### src/rtl/missile_gfx_pkg.sv
// Shared types and constants for the missile-command graphics path.
package missile_gfx_pkg;

    // Default geometry of the VGA plot path.
    localparam int DEF_X_W     = 9;
    localparam int DEF_Y_W     = 8;
    localparam int DEF_COLOR_W = 3;
    localparam int SCREEN_W    = 320;
    localparam int SCREEN_H    = 240;

    // Palette used by the drawing FSMs.
    localparam logic [DEF_COLOR_W-1:0] BACK    = 3'b000;
    localparam logic [DEF_COLOR_W-1:0] CITY    = 3'b010;
    localparam logic [DEF_COLOR_W-1:0] MISSILE = 3'b101;
    localparam logic [DEF_COLOR_W-1:0] DEFAULT = 3'b111;

    // One queued rectangle command at the default widths.
    typedef struct packed {
        logic [DEF_X_W-1:0]     x;
        logic [DEF_Y_W-1:0]     y;
        logic [DEF_X_W-1:0]     w;
        logic [DEF_Y_W-1:0]     h;
        logic [DEF_COLOR_W-1:0] color;
        logic                   outline;
    } rect_cmd_t;

    // Rectangle engine sequencing.
    typedef enum logic [1:0] {
        S_IDLE,
        S_LOAD,
        S_DRAW,
        S_DONE
    } state_t;

endpackage

### src/rtl/rect_cmd_fifo.sv
// Small synchronous command FIFO with first-word fall-through read data.
module rect_cmd_fifo
    import missile_gfx_pkg::*;
#(
    parameter int  DEPTH  = 4,
    parameter type item_t = rect_cmd_t
) (
    input  logic  clk,
    input  logic  rst,
    input  logic  push,
    input  logic  pop,
    input  item_t wdata,
    output item_t rdata,
    output logic  full,
    output logic  empty
);

    localparam int AW = $clog2(DEPTH);

    item_t       mem [DEPTH];
    logic [AW:0] wr_ptr;
    logic [AW:0] rd_ptr;
    logic        do_push;
    logic        do_pop;

    // The extra pointer bit tells full from empty when the indices match.
    assign empty   = (wr_ptr == rd_ptr);
    assign full    = (wr_ptr[AW] != rd_ptr[AW]) && (wr_ptr[AW-1:0] == rd_ptr[AW-1:0]);
    assign do_push = push && !full;
    assign do_pop  = pop && !empty;
    assign rdata   = mem[rd_ptr[AW-1:0]];

    // Pointer update; reset empties the queue.
    always_ff @(posedge clk) begin
        // NOTE: state registers use non-blocking assignments so every flop samples pre-edge values.
        if (rst) begin
            wr_ptr <= '0;
            rd_ptr <= '0;
        end else begin
            if (do_push) wr_ptr <= wr_ptr + 1'b1;
            if (do_pop)  rd_ptr <= rd_ptr + 1'b1;
        end
    end

    // Storage write.
    always_ff @(posedge clk) begin
        // NOTE: storage is not reset; the pointers alone decide which entries are valid.
        if (do_push) mem[wr_ptr[AW-1:0]] <= wdata;
    end

endmodule

### src/rtl/rect_fill_engine.sv
// Queued rectangle rasteriser: one clipped pixel write per cycle into the VGA adapter.
module rect_fill_engine
    import missile_gfx_pkg::*;
#(
    parameter int X_W        = DEF_X_W,
    parameter int Y_W        = DEF_Y_W,
    parameter int COLOR_W    = DEF_COLOR_W,
    parameter int SCREEN_W   = missile_gfx_pkg::SCREEN_W,
    parameter int SCREEN_H   = missile_gfx_pkg::SCREEN_H,
    parameter int FIFO_DEPTH = 4
) (
    input  logic               clk,
    input  logic               rst,
    input  logic               cmd_valid,
    output logic               cmd_ready,
    input  logic [X_W-1:0]     cmd_x,
    input  logic [Y_W-1:0]     cmd_y,
    input  logic [X_W-1:0]     cmd_w,
    input  logic [Y_W-1:0]     cmd_h,
    input  logic [COLOR_W-1:0] cmd_color,
    input  logic               cmd_outline,
    input  logic               pix_stall,
    output logic [X_W-1:0]     pix_x,
    output logic [Y_W-1:0]     pix_y,
    output logic [COLOR_W-1:0] pix_color,
    output logic               plot,
    output logic               busy,
    output logic               rect_done
);

    typedef struct packed {
        logic [X_W-1:0]     x;
        logic [Y_W-1:0]     y;
        logic [X_W-1:0]     w;
        logic [Y_W-1:0]     h;
        logic [COLOR_W-1:0] color;
        logic               outline;
    } cmd_t;

    localparam logic [X_W:0] SCR_W = (X_W+1)'(SCREEN_W);
    localparam logic [Y_W:0] SCR_H = (Y_W+1)'(SCREEN_H);

    state_t         state;
    state_t         state_next;
    cmd_t           cmd_in;
    cmd_t           fifo_head;
    cmd_t           cur;
    logic           fifo_full;
    logic           fifo_empty;
    logic           fifo_push;
    logic           fifo_pop;
    logic [X_W-1:0] cx;
    logic [Y_W-1:0] cy;
    logic [X_W:0]   xe;
    logic [Y_W:0]   ye;
    logic [X_W:0]   x_end;
    logic [Y_W:0]   y_end;
    logic [X_W:0]   x_last;
    logic [Y_W:0]   y_last;
    logic [X_W:0]   cx_inc;
    logic [Y_W:0]   cy_inc;
    logic           load_skip;
    logic           row_end;
    logic           last_pix;
    logic           edge_ok;
    logic           advance;

    assign cmd_in    = '{x: cmd_x, y: cmd_y, w: cmd_w, h: cmd_h,
                         color: cmd_color, outline: cmd_outline};
    assign cmd_ready = !fifo_full && !rst;
    assign fifo_push = cmd_valid && cmd_ready;
    assign busy      = (state != S_IDLE) || !fifo_empty;

    rect_cmd_fifo #(
        .DEPTH  (FIFO_DEPTH),
        .item_t (cmd_t)
    ) u_fifo (
        .clk   (clk),
        .rst   (rst),
        .push  (fifo_push),
        .pop   (fifo_pop),
        .wdata (cmd_in),
        .rdata (fifo_head),
        .full  (fifo_full),
        .empty (fifo_empty)
    );

    // One-bit-wider sums so a rectangle running off the screen edge cannot wrap.
    assign x_end     = {1'b0, cur.x} + {1'b0, cur.w};
    assign y_end     = {1'b0, cur.y} + {1'b0, cur.h};
    assign x_last    = x_end - 1'b1;
    assign y_last    = y_end - 1'b1;
    assign load_skip = (cur.w == '0) || (cur.h == '0) ||
                       ({1'b0, cur.x} >= SCR_W) || ({1'b0, cur.y} >= SCR_H);

    assign cx_inc   = {1'b0, cx} + 1'b1;
    assign cy_inc   = {1'b0, cy} + 1'b1;
    assign row_end  = (cx_inc == xe);
    assign last_pix = row_end && (cy_inc == ye);
    assign advance  = (state == S_DRAW) && !pix_stall;

    // Outline edges use the unclipped rectangle, so a clipped side simply has no border.
    assign edge_ok = !cur.outline ||
                     (cx == cur.x) || ({1'b0, cx} == x_last) ||
                     (cy == cur.y) || ({1'b0, cy} == y_last);

    // State register.
    always_ff @(posedge clk) begin
        if (rst) state <= S_IDLE;
        else     state <= state_next;
    end

    // Next-state and FIFO pop decode.
    always_comb begin
        // NOTE: every output of this block gets a default first so no path infers a latch.
        state_next = state;
        fifo_pop   = 1'b0;
        case (state)
            S_IDLE: begin
                if (!fifo_empty) begin
                    fifo_pop   = 1'b1;
                    state_next = S_LOAD;
                end
            end
            S_LOAD: state_next = load_skip ? S_DONE : S_DRAW;
            S_DRAW: if (advance && last_pix) state_next = S_DONE;
            S_DONE: begin
                if (!fifo_empty) begin
                    fifo_pop   = 1'b1;
                    state_next = S_LOAD;
                end else begin
                    state_next = S_IDLE;
                end
            end
            default: state_next = S_IDLE;
        endcase
    end

    // Command latch, clip limits and scan counters; LOAD initialises all of it before DRAW.
    always_ff @(posedge clk) begin
        if (fifo_pop) cur <= fifo_head;
        if (state == S_LOAD) begin
            cx <= cur.x;
            cy <= cur.y;
            xe <= (x_end > SCR_W) ? SCR_W : x_end;
            ye <= (y_end > SCR_H) ? SCR_H : y_end;
        end else if (advance) begin
            if (row_end) begin
                cx <= cur.x;
                cy <= cy_inc[Y_W-1:0];
            end else begin
                cx <= cx_inc[X_W-1:0];
            end
        end
    end

    // Registered pixel port and completion pulse.
    always_ff @(posedge clk) begin
        if (rst) begin
            pix_x     <= '0;
            pix_y     <= '0;
            pix_color <= '0;
            plot      <= 1'b0;
            rect_done <= 1'b0;
        end else begin
            plot      <= advance && edge_ok;
            rect_done <= (state == S_DONE);
            if (advance) begin
                pix_x     <= cx;
                pix_y     <= cy;
                pix_color <= cur.color;
            end
        end
    end

endmodule

### config.mk
export PLATFORM = sky130hd
export DESIGN_NAME = rect_fill_engine
export DESIGN_NICKNAME = d
export VERILOG_FILES = /design/src/rtl/missile_gfx_pkg.sv /design/src/rtl/rect_cmd_fifo.sv /design/src/rtl/rect_fill_engine.sv
export SDC_FILE = /design/constraint.sdc
export NUM_CORES = 1
export LEC_CHECK = 0
export CAP_MARGIN = 25
export CORE_ASPECT_RATIO = 1.5
export CORE_MARGIN = 1
export CORE_UTILIZATION = 49
export CTS_CLUSTER_SIZE = 20
export DETAILED_ROUTE_END_ITERATION = 8
export PLACE_DENSITY = 0.78
export SYNTH_ARGS = -nofsm -noshare
export SYNTH_HDL_FRONTEND = slang
export SYNTH_SLANG_ARGS = --single-unit
### constraint.sdc
create_clock -name clk -period 7.6 [get_ports clk]
set_input_delay 1.52 -clock clk [delete_from_list [all_inputs] [get_ports clk]]
set_output_delay 1.52 -clock clk [all_outputs]
set_load 0.05 [all_outputs]
Word level (Yosys, flattened, before mapping) --
Memory sizes are Yosys's and may differ from the RTL's. A register that Yosys moved wholly into a read port is not among the register bits. Index checks and enable logic that the tools add are counted.
Operators by class: multiplexer cells 15, $add $sub $neg 8, equality and inequality tests 14, order comparisons 4, reductions and logical operators 31
Operators by type and width (number):
- $mux W9 | 3
- $mux W8 | 3
- $eq A9 B9 Y1 | 2
- $add A9 B1 Y10 const B | 1
- $add A9 B9 Y10 | 1
- $eq A10 B10 Y1 | 1
- $eq A9 B10 Y1 | 1
- $gt A10 B9 Y1 const B | 1
- $sub A10 B1 Y10 const B | 1
- $add A8 B1 Y9 const B | 1
- $add A8 B8 Y9 | 1
- $eq A8 B9 Y1 | 1
- $ge A9 B9 Y1 const B | 1
- $gt A9 B8 Y1 const B | 1
- $logic_and A1 B1 Y1 | 9
- $logic_not A9 Y1 | 1
- $sub A9 B1 Y9 const B | 1
- $eq A8 B8 Y1 | 1
- $ge A8 B8 Y1 const B | 1
- $logic_not A8 Y1 | 1
- $logic_or A1 B1 Y1 | 8
- $pmux W2 S4 | 1
- $add A3 B1 Y3 const B | 2
- $mux W1 | 6
- 13 further kinds | 22
Word-level totals: word-level logic and storage cells 85, memories 1, bits in registers 66, RAM bits 152
Memory list:
- u_fifo.mem | depth 4, bits a word 38, rd ports 1, clocked after Yosys merged registers in 1, wr ports 1, line rect_cmd_fifo.sv:20 | item_t mem [DEPTH];

Longest topological paths before layout --
depth after elaboration 8, depth in mapped cells 11, gate-level depth less buffers 11

Cells and area by module --
Synthesis repeated with hierarchy kept, for this count alone.
Second synthesis, totals: cell total of the unflattened synthesis 820, area, all modules 11743.8 sq um
By module, submodules not included:
- rect_cmd_fifo | area each 6047.0 sq um, instances 1, cells each 266
- rect_fill_engine | area each 5696.7 sq um, instances 1, cells each 554

Worst setup path before layout --
OpenSTA, ideal clock, no wires.
path type input port to flip-flop, from input rst, to memory u_fifo.mem[3][0] in the netlist's numbering, enable pin, required time 7199 ps, cell stages on the path 2, path slack 3654 ps, arrival 3546 ps, path through a21oi_1 -> and3_1
On the way: longest elaborated chain between the ends 6
Ends and longest elaborated chain:
- start, declared | line rect_fill_engine.sv:13 | input logic rst,
- $logic_not A1 Y1 | line rect_fill_engine.sv:70 | assign cmd_ready = !fifo_full && !rst;
- $logic_and A1 B1 Y1 | line rect_fill_engine.sv:70
- $logic_and A1 B1 Y1 | line rect_fill_engine.sv:71 | assign fifo_push = cmd_valid && cmd_ready;
- $logic_and A1 B1 Y1 | line rect_cmd_fifo.sv:29 | assign do_push = push && !full;
- $mux W1 | line rect_cmd_fifo.sv:48 | if (do_push) mem[wr_ptr[AW-1:0]] <= wdata;
- $mux W1 (not written as such) | line rect_cmd_fifo.sv:48
- end, declared | line rect_cmd_fifo.sv:20
No other way between the ends.

Worst setup path in the final report --
from input rst, to output cmd_ready
On the way: longest elaborated chain between the ends 2
Ends and longest elaborated chain:
- $logic_not A1 Y1 | line rect_fill_engine.sv:70
- $logic_and A1 B1 Y1 | line rect_fill_engine.sv:70
- end, declared | line rect_fill_engine.sv:15 | output logic cmd_ready,
No other way between the ends.

==> metrics.cfg <==
[cts]
postCtsSetupBuffers=0
clk_latency_ps=510
cts_resized=0
cts_hold_buf=0
cts_root_buf=clkbuf_16
clk_pin_slew_ps=60
cts_max_level=1
cts.sink_count=256
clock_path_buffers=3
cts_tree=done
cts_made_buffers=23

[power_and_ir_drop]
peakVddDrop_mv=0.1984
p_leak_uw=0.004490
power_density_mw_per_mm2=433.9

[timing]
final.min_clock_period_ps=4981
rsz0062_at_grt=false
final_hold_viol_count=0
final_max_slew_viol_count=0
tns_ps=0
skew_ps=12.83
period_share=0.6554
fmax_ghz=0.2008
setup_violations=0
slew-limit-headroom=0.3462
worstMarginPinSlew_ps=977.1

[global_route]
grtUsageTotal=0.1797
overflow=0
grt_pass1_wl_um=33890
grt_pass1_vias=6734
antenna_found_initial=0
grt_max_degree=42

[worst_setup_path]
critPathKind=input port to output port
r2r_cells=8
r2r_start=cx[0]
crit_required_ps=6080
cp.arrival_ps=3460
critPathLaunch=rst
critPathLaunchType=input port
end_kind=output port
cp_max_fo=31

[place]
gp_congestion=0.8597
placed_cell_area_mm2=0.01243
dpl.hpwl_um=13890
port_buffers=65

[detailed_routing]
drt_first_pass_iters=5
detail_route.wl_per_cell_um=18.29
drc=0
ant_nets=0
routed_wl_um=20610
via_count=6322
via_per_inst=5.610
dr.first_iter.drc_count=425

[synthesis]
postSynthCellCount=764
async_flop_share=0
synth.distinct_cells=61
synth-edff-count=226
synth-main-ff-cell=edfxtp_1
ys_seq_area_frac=0.6440
mappedNetlistArea_mm2=0.01147
synthTopCellsByArea=edfxtp_1 (59%), mux4_2 (7.5%), dfxtp_1 (5.2%), xnor2_1 (4.4%), ha_1 (3.5%)
post-synth-top-area-cell=edfxtp_1
yosysTopAreaCellShare=0.5917
syn_avg_cell_area_um2=15.01
yosys_warnings=0
ys_ff_latch=256

[finish]
postLayoutCellArea_mm2=0.01331
fillers=1722
drive_gt1_frac=0.1240
final_nets=908
syn_to_final_growth_pct=16.08
diodes=0

[floorplanning]
dieHeight_um=189.4
die_x_um=126.9
std_cell_rows=68
ios=66
initial_utilization=0.4993
core_area_mm2=0.02297
die-area_mm2=0.02404

[hold_path]
hold_path.class=flop to flop
worstHoldStart=pix_x[6]
hold_depth=2

[run_status]
status=completed

[run]
maxCapViolCount=0

[Yosys cell counts (all sizes together) (7+ instances only)]
cell and number:
a21oi 42, dfxtp 30, xnor2 58, o21ai 17, nand2 62, buf 8, mux2 8, nor3 9
nand4 11, nand3 12, ha 32, edfxtp 226, and3 9, nor4 8, a21o 7, inv 17
mux4 38, xor2 24, clkbuf 25, nor2 36
[cell type report]
cell class	count	area, um^2	share of cell area
sequential	256	7390	0.5550
multi-input combinational	459	3906	0.2934
timing repair buffer	75	783.3	0.05883
clock buffer	26	586.8	0.04407
tap	280	350.3	0.02631
clock inverter	14	234.0	0.01757
inverter	17	63.81	0.004793
[per-stage QoR]
stage	instances	util	power [uW]	setup slack, ps	hold slack (ps)
detailed placement	1084	0.5412	4529	2640	447.5
floorplan	765	-	3976	3654	471.3
global placement	1083	0.5400	4461	2704	442.4
global route	1127	0.5796	6128	2543	467.2
finish	1127	0.5796	5776	2619	453.1
CTS	1124	0.5770	5793	2634	456.1
[kinds of logic (layout without fill, tap and decap cells)]
| logic type | after synthesis | count (layout) | synth area share |
|---|---|---|---|
| DFF | 256 | 256 | 0.6440 |
| and+or+nand+nor | 183 | 183 | 0.07865 |
| AOI/OAI and AO/OA | 102 | 102 | 0.05913 |
| xor gates and xnor gates | 90 | 90 | 0.07854 |
| buffers and inverters | 50 | 132 | 0.01669 |
| muxes | 48 | 48 | 0.08422 |
| adders and majority gates | 34 | 34 | 0.03840 |
| other | 1 | 2 | 0.0003269 |
[path summary, 6_finish.rpt]
| check | end | slack [ps] |
|---|---|---|
| worst max-delay path | cmd_ready | 2620 |
| worst min register to register | pix_x[6] | 450 |
| worst min-delay path | pix_x[6] | 450 |
| worst max register to register | cy[2] | 4160 |
[state kept, by name, indices dropped and copies added (netlist names), 8 cells and up]
name,count
pix_y,8
u_fifo.mem,152
xe,10
pix_x,9
cy,8
cur,38
ye,9
cx,9
[per-layer routing]
layer,wire length [um],share of wire,global-route usage,vias to the layer above
met3,862,0.042,0.02487,43
met1,8465,0.41,0.2143,3091
met4,596,0.029,0.07189,0
met2,10690,0.52,0.3257,155
met5,0,0,0,-
li1,-,-,-,3033
[worst max-delay path: stages]
cell,delay (ps)
clkdlybuf4s50_1,400
buf_4,240
a21oi_1,360
clkdlybuf4s50_1,930
[power by group]
group,internal [uW],switching (uW)
Combinational,1090,1310
Sequential,1900,229
Clock,763,484
[cells in the final DEF (no fill, tap or decap), types with 4 or more instances in the layout]
master,n
and2_1,5
nor2b_1,5
a21oi_1,42
ha_1,32
and3_1,6
or3_1,4
clkbuf_16,23
nand4_1,11
mux4_2,38
nor3_1,9
xnor2_1,58
nand2_1,62
inv_1,17
a21o_1,7
xor2_1,24
edfxtp_1,226
o21ai_0,17
dfxtp_1,28
buf_4,6
xnor3_1,6
mux2_2,8
clkdlybuf4s50_1,65
bufinv_16,6
or2_2,5
nor2_1,35
nand2b_1,4
nand3_1,12
nor4_1,8
Note: power is estimated with default switching activity, not from simulation.
